## src/rtl/example_sdiv_seq_21_14_if.sv

```systemverilog
// Handshake and operand/result bundle for the sequential signed divider.
// Handshake: an operation is accepted on a rising clock edge where ap_start
// and ap_ready are both high; ap_ready is only ever high while the divider
// can take new operands. ap_done pulses for exactly one cycle, and quot, rem,
// div_zero and ovf are valid from that cycle until the next ap_done.
interface example_sdiv_seq_21_14_if #(
    parameter int DIVIDEND_W = 21,
    parameter int DIVISOR_W  = 14
);
    logic                  ap_start;
    logic [DIVIDEND_W-1:0] din0;
    logic [DIVISOR_W-1:0]  din1;
    logic                  ap_ready;
    logic                  ap_idle;
    logic                  ap_done;
    logic [DIVIDEND_W-1:0] quot;
    logic [DIVISOR_W-1:0]  rem;
    logic                  div_zero;
    logic                  ovf;

    modport master (
        output ap_start, din0, din1,
        input  ap_ready, ap_idle, ap_done, quot, rem, div_zero, ovf
    );

    modport slave (
        input  ap_start, din0, din1,
        output ap_ready, ap_idle, ap_done, quot, rem, div_zero, ovf
    );
endinterface

```

## src/rtl/example_sdiv_seq_21_14.sv

```systemverilog
// Sequential signed divider, 21-bit dividend by 14-bit divisor, C semantics
// (quotient truncates toward zero, remainder takes the dividend's sign).
// Restoring radix-2 on operand magnitudes, one quotient bit per cycle, with a
// fixed 22-cycle latency from accept to ap_done regardless of operand values.
module example_sdiv_seq_21_14 #(
    parameter int DIVIDEND_W = 21,
    parameter int DIVISOR_W  = 14
) (
    input  logic                   ap_clk,
    input  logic                   ap_rst_n,
    example_sdiv_seq_21_14_if.slave bus,
    output logic [1:0]             state_dbg
);
    localparam int CNT_W = $clog2(DIVIDEND_W);
    localparam logic [CNT_W-1:0] LAST_CNT = CNT_W'(DIVIDEND_W - 1);
    localparam logic [DIVIDEND_W-1:0] DVD_MIN = {1'b1, {(DIVIDEND_W-1){1'b0}}};

    typedef enum logic [1:0] {
        S_IDLE = 2'd0,
        S_CALC = 2'd1,
        S_FIN  = 2'd2
    } state_t;

    state_t state_q, state_d;
    logic   accept;
    logic   last;

    // Magnitude of the dividend; quotient bits shift in at the LSB as dividend
    // bits leave at the MSB. A 21-bit unsigned magnitude already holds 2^20,
    // so negating the most-negative dividend needs no wider register here.
    logic [DIVIDEND_W-1:0] dvd_q;
    logic [DIVISOR_W-1:0]  dsr_q;
    logic [DIVISOR_W:0]    prem_q;
    logic [CNT_W-1:0]      cnt_q;
    logic                  sign_quot_q;
    logic                  sign_rem_q;
    logic                  dz_pend_q;
    logic                  ovf_pend_q;

    logic [DIVISOR_W+1:0]  shifted;
    logic [DIVISOR_W+1:0]  trial;
    logic                  ge;
    logic [DIVISOR_W:0]    prem_next;
    logic [DIVIDEND_W-1:0] dvd_next;
    logic [DIVIDEND_W-1:0] quot_signed;
    logic [DIVISOR_W:0]    rem_signed;
    logic                  unused_rem_msb;

    logic [DIVIDEND_W-1:0] quot_q;
    logic [DIVISOR_W-1:0]  rem_q;
    logic                  div_zero_q;
    logic                  ovf_q;

    assign last = (cnt_q == LAST_CNT);

    // State register; reset abandons any in-flight operation.
    always_ff @(posedge ap_clk or negedge ap_rst_n) begin
        if (!ap_rst_n) begin
            state_q <= S_IDLE;
        end else begin
            state_q <= state_d;
        end
    end

    // Next state and handshake: new operands are taken in IDLE or in FIN.
    always_comb begin
        state_d = state_q;
        accept  = 1'b0;
        case (state_q)
            S_IDLE: begin
                if (bus.ap_start) begin
                    accept  = 1'b1;
                    state_d = S_CALC;
                end
            end
            S_CALC: begin
                if (last) begin
                    state_d = S_FIN;
                end
            end
            S_FIN: begin
                state_d = S_IDLE;
                if (bus.ap_start) begin
                    accept  = 1'b1;
                    state_d = S_CALC;
                end
            end
            default: state_d = S_IDLE;
        endcase
    end

    // One restoring step: shift in the next dividend bit, subtract if it fits.
    // The extra top bit of the trial difference is the borrow.
    always_comb begin
        shifted     = {prem_q, dvd_q[DIVIDEND_W-1]};
        trial       = shifted - {2'b00, dsr_q};
        ge          = ~trial[DIVISOR_W+1];
        prem_next   = ge ? trial[DIVISOR_W:0] : shifted[DIVISOR_W:0];
        dvd_next    = {dvd_q[DIVIDEND_W-2:0], ge};
        quot_signed = sign_quot_q ? ('0 - dvd_next) : dvd_next;
        rem_signed  = sign_rem_q ? ('0 - prem_next) : prem_next;
    end

    // |rem| < |divisor| <= 2^13, so the sign-adjusted remainder's top bit is
    // always a copy of bit 13 and is dropped.
    assign unused_rem_msb = rem_signed[DIVISOR_W];

    // Operand capture on accept, then one quotient bit per CALC cycle.
    always_ff @(posedge ap_clk or negedge ap_rst_n) begin
        if (!ap_rst_n) begin
            dvd_q       <= '0;
            dsr_q       <= '0;
            prem_q      <= '0;
            cnt_q       <= '0;
            sign_quot_q <= 1'b0;
            sign_rem_q  <= 1'b0;
            dz_pend_q   <= 1'b0;
            ovf_pend_q  <= 1'b0;
        end else if (accept) begin
            dvd_q       <= bus.din0[DIVIDEND_W-1] ? ('0 - bus.din0) : bus.din0;
            dsr_q       <= bus.din1[DIVISOR_W-1] ? ('0 - bus.din1) : bus.din1;
            prem_q      <= '0;
            cnt_q       <= '0;
            sign_quot_q <= bus.din0[DIVIDEND_W-1] ^ bus.din1[DIVISOR_W-1];
            sign_rem_q  <= bus.din0[DIVIDEND_W-1];
            dz_pend_q   <= (bus.din1 == '0);
            ovf_pend_q  <= (bus.din0 == DVD_MIN) && (bus.din1 == '1);
        end else if (state_q == S_CALC) begin
            dvd_q  <= dvd_next;
            prem_q <= prem_next;
            cnt_q  <= cnt_q + 1'b1;
        end
    end

    // Result registers, loaded on the last CALC step so they are valid in FIN
    // and hold until the next operation finishes.
    always_ff @(posedge ap_clk or negedge ap_rst_n) begin
        if (!ap_rst_n) begin
            quot_q     <= '0;
            rem_q      <= '0;
            div_zero_q <= 1'b0;
            ovf_q      <= 1'b0;
        end else if ((state_q == S_CALC) && last) begin
            quot_q     <= dz_pend_q ? '1 : quot_signed;
            rem_q      <= dz_pend_q ? '0 : rem_signed[DIVISOR_W-1:0];
            div_zero_q <= dz_pend_q;
            ovf_q      <= ovf_pend_q;
        end
    end

    assign bus.ap_ready = accept;
    assign bus.ap_idle  = (state_q == S_IDLE);
    assign bus.ap_done  = (state_q == S_FIN);
    assign bus.quot     = quot_q;
    assign bus.rem      = rem_q;
    assign bus.div_zero = div_zero_q;
    assign bus.ovf      = ovf_q;
    assign state_dbg    = state_q;
endmodule
```

## src/flat_wrapper.sv

```systemverilog
// flat-port wrapper written by rule: the top's interface ports become plain ports
module example_sdiv_seq_21_14_flat 
#(
    parameter int DIVIDEND_W = 21,
    parameter int DIVISOR_W  = 14
)
  (ap_clk, ap_rst_n, state_dbg, bus_ap_start, bus_din0, bus_din1, bus_ap_ready, bus_ap_idle, bus_ap_done, bus_quot, bus_rem, bus_div_zero, bus_ovf);
  example_sdiv_seq_21_14_if #(.DIVIDEND_W(DIVIDEND_W), .DIVISOR_W(DIVISOR_W)) bus_i ();
  input  logic ap_clk;
  input  logic ap_rst_n;
  output logic [1:0] state_dbg;
  input wire logic [$bits(bus_i.ap_start)-1:0] bus_ap_start;
  input wire logic [$bits(bus_i.din0)-1:0] bus_din0;
  input wire logic [$bits(bus_i.din1)-1:0] bus_din1;
  output wire logic [$bits(bus_i.ap_ready)-1:0] bus_ap_ready;
  output wire logic [$bits(bus_i.ap_idle)-1:0] bus_ap_idle;
  output wire logic [$bits(bus_i.ap_done)-1:0] bus_ap_done;
  output wire logic [$bits(bus_i.quot)-1:0] bus_quot;
  output wire logic [$bits(bus_i.rem)-1:0] bus_rem;
  output wire logic [$bits(bus_i.div_zero)-1:0] bus_div_zero;
  output wire logic [$bits(bus_i.ovf)-1:0] bus_ovf;
  assign bus_i.ap_start = bus_ap_start;
  assign bus_i.din0 = bus_din0;
  assign bus_i.din1 = bus_din1;
  assign bus_ap_ready = bus_i.ap_ready;
  assign bus_ap_idle = bus_i.ap_idle;
  assign bus_ap_done = bus_i.ap_done;
  assign bus_quot = bus_i.quot;
  assign bus_rem = bus_i.rem;
  assign bus_div_zero = bus_i.div_zero;
  assign bus_ovf = bus_i.ovf;
  example_sdiv_seq_21_14 #(.DIVIDEND_W(DIVIDEND_W), .DIVISOR_W(DIVISOR_W)) u_core (.ap_clk(ap_clk), .ap_rst_n(ap_rst_n), .bus(bus_i), .state_dbg(state_dbg));
endmodule
```

## config.mk

```make
export PLATFORM = sky130hd
export DESIGN_NAME = example_sdiv_seq_21_14_flat
export DESIGN_NICKNAME = d
export VERILOG_FILES = /design/src/rtl/example_sdiv_seq_21_14_if.sv /design/src/rtl/example_sdiv_seq_21_14.sv /design/src/flat_wrapper.sv
export SDC_FILE = /design/constraint.sdc
export NUM_CORES = 1
export LEC_CHECK = 0
export CAP_MARGIN = 20
export CORE_UTILIZATION = 25
export DETAILED_ROUTE_END_ITERATION = 6
export GPL_ROUTABILITY_DRIVEN = 0
export PLACE_DENSITY = 0.4
export SLEW_MARGIN = 20
export SYNTH_ARGS = -nofsm -noshare
export SYNTH_HDL_FRONTEND = slang
export SYNTH_SLANG_ARGS = --single-unit
```

## constraint.sdc

```tcl
create_clock -name ap_clk -period 4.2 [get_ports ap_clk]
set_input_delay 0.63 -clock ap_clk [delete_from_list [all_inputs] [get_ports ap_clk]]
set_output_delay 0.63 -clock ap_clk [all_outputs]
set_load 0.01 [all_outputs]
```

==> results of run 1 <==
sequential cells by signal (all words and copies together) (netlist names):
name	count
u_core.ovf_pend_q	1
u_core.state_dbg	2
u_core.bus.ovf	1
u_core.bus.quot	21
u_core.dz_pend_q	1
u_core.prem_q	15
u_core.bus.div_zero	1
u_core.sign_rem_q	1
u_core.cnt_q	5
u_core.dvd_q	21
u_core.dsr_q	14
u_core.sign_quot_q	1
u_core.bus.rem	14
per-layer routing:
layer	up-vias	share of wire (%)
met3	11	3.1
met2	103	42
met5	-	0
met4	0	1.2
li1	2721	-
met1	2640	54
kinds of logic after synthesis:
logic type      Yosys count  synth area share (%)
xor+xnor                 66                  9.34
buf+inv                  65                  4.18
mux                      12                  2.16
flops                    98                  39.6
compound gates          227                  23.7
simple gates            208                  16.4
fa+ha+maj                22                  4.57
worst max-delay path: stages, from the launching register on:
cell      delay [ns]
dfrtp_1         0.40
inv_1           0.06
ha_2            0.31
a21oi_4         0.18
o22ai_1         0.09
or4_4           0.53
nor3_4          0.19
nor2_4          0.07
clkinv_4        0.06
ha_2            0.17
nand2_1         0.07
or3_4           0.34
or4_4           0.43
or4_4           0.56
o31ai_4         0.20
xor2_1          0.18
a21oi_1         0.08
cell usage after synthesis, drive strengths merged (3+ instances only):
cell / count / area [um^2]
a21o: 3 / 22.5
a21oi: 39 / 199
a22o: 12 / 105
a22oi: 21 / 158
a31oi: 5 / 31.3
a32o: 3 / 30.0
and3: 5 / 31.3
buf: 11 / 52.6
clkbuf: 22 / 83.8
dfrtp: 98 / 2450
ha: 21 / 263
inv: 30 / 115
mux2i: 11 / 123
nand2: 73 / 274
nand2b: 6 / 37.5
nand3: 14 / 70.1
nand4: 8 / 50.1
nor2: 48 / 188
nor2b: 9 / 56.3
nor3: 13 / 76.3
nor4: 5 / 31.3
o21a: 6 / 52.6
o21ai: 88 / 440
o311ai: 3 / 26.3
o31a: 4 / 35.0
o31ai: 20 / 150
o41ai: 4 / 35.0
or3: 12 / 75.1
or4: 10 / 82.6
xnor2: 14 / 123
xor2: 52 / 455
stage by stage:
stage          power, W  setup slack (ns)
4_1_cts         0.00734            0.0310
6_report        0.00752             0.156
2_1_floorplan   0.00472            0.0102
3_5_place_dp    0.00640            0.0334
5_1_grt         0.00821           0.00933
3_3_place_gp    0.00635            0.0975
power breakdown:
| group | internal [W] | total [W] | switching (W) |
|---|---|---|---|
| clock network | 0.000481 | 0.000912 | 0.000431 |
| registers | 0.00139 | 0.00188 | 0.000493 |
| logic | 0.00211 | 0.00472 | 0.00261 |
final cells by class:
cell class                 instances  share of cell area, %
sequential                        98                   30.5
clock inverter                     7                   1.17
inverter                          32                   1.56
clock buffer                       9                   2.80
multi-input combinational        535                   45.3
timing repair inverter             1                 0.0623
tap                              324                   5.05
timing repair buffer             119                   13.6
path summary, 6_finish.rpt:
kind,startpoint,endpoint,slack (ns),depth (start not counted)
min in group ap_clk,u_core.bus.rem[5],u_core.bus.rem[5],0.48,2
worst min register to register,u_core.bus.rem[5],u_core.bus.rem[5],0.48,2
worst max-delay path,u_core.dsr_q[12],u_core.bus.quot[16],0.16,16
max in group asynchronous,ap_rst_n,u_core.dsr_q[12],3.06,2
worst max register to register,u_core.dsr_q[12],u_core.bus.quot[16],0.16,16
worst min-delay path,ap_rst_n,u_core.bus.quot[9],0.28,1
what timing repair did:
item                       CTS  global route
setup buffers                0             6
setup endpoints to repair    0             7
resized for setup            0            21
hold buffers                 0             0
==> flow_summary.ini, run 1 <==
[outcome]
outcome = complete, no violations

[min_path]
hold_path_class = in -> async

[synthesis]
synth_edf_count = 0
syn_nets = 758
post_synth.cell_area_avg_um2 = 8.87
ys_ff_latch = 98
ys_async_sr_fraction_pct = 100
synthesis.area_um2 = 6190
synth_ff_type = dfrtp_1
yosysUniqueCellTypes = 66
syn_inst = 698
ys_warn_count = 0
ys_seq_area_share_pct = 39.6

[pwr]
p_per_area_nw_per_um2 = 936
leakage_nw = 3.22
vdd_drop_max_uv = 332

[sta]
period_needed_ns = 4.04
tightest_slew_ns = 0.948
final_hold_viol_count = 0
clock.fmax_mhz = 247
whs_ns = 0.284
slew_viol_final = 0
rsz0062_at_grt = false
fin_skew_ns = 0.0117
period_share_pct = 96.3
setup_violations = 0
fin_tns_setup_ns = 0
slew_headroom_pct = 36.7

[global_routing]
grt_first_pass_wirelength_mm = 30.0
grt_usage_pct = 14.9
met1_usage_pct = 23.3
grt_use_met3_pct = 1.88
top_usage_layer = met1
grt_use_met2_pct = 20.9
grt_max_degree = 57
grt_overflow_total = 0
grt_pass1_vias = 5336
antenna_found_initial = 1

[place]
placed_cells = 1103
dpl_cell_area_um2 = 7530
dp_hpwl_mm = 14.3
numPortBuffers = 79

[worst_setup_path]
required_ns = 4.43
cp.arrival_ns = 4.28
crit_type = reg -> reg
critPathCaptureType = register
crit_fanout = 5
critPathLaunchType = register

[cts]
clk_pin_slew_ns = 0.08
cts_tree = yes
cts.sinks = 98
cts_buffers = 9
clock_latency_ns = 0.36
cts-root-buf = clkbuf_16
clock_tree.buffer_depth = 2
cts.htree.levels = 3

[final_layout]
fillers = 2522
stdcell_area_um2 = 8030
final_cell_mix = dfrtp_1, o21ai_0, clkdlybuf4s50_1, nand2_1, xor2_1
instances_no_fill = 1125
regArea_um2 = 2450
drive_gt1_share_pct = 11.7
fin_nets = 856
area_delta_synth_final_pct = 29.7
final_core_util_pct = 33.0
final_common_cell = dfrtp_1
multi_input_area_um2 = 3640
antenna_cells = 0

[route]
vias = 5475
drc_errors = 0
wl_mm = 18.5
final_antenna_net_count = 0
dr.pass1.iters = 5
drt-vias-per-instance = 4.87
first_iter_violations = 240
routedWlPerCell_um = 16.5

[floorplan]
core_um2 = 24300
die_height_um = 159
io_pins = 80
rows = 57
dieWidth_um = 159
dieArea_um2 = 25400
start_util_pct = 25.5

[job]
drv_cap = 0
(Power assumes the default switching activity.)
==> run 2: changes to the inputs <==
Settings changed: CTS_CLUSTER_SIZE set to 20, SLEW_MARGIN 20 to 10.
==> results of run 2 <==
Final layout, timing and power as in run 1 (identical DEF).
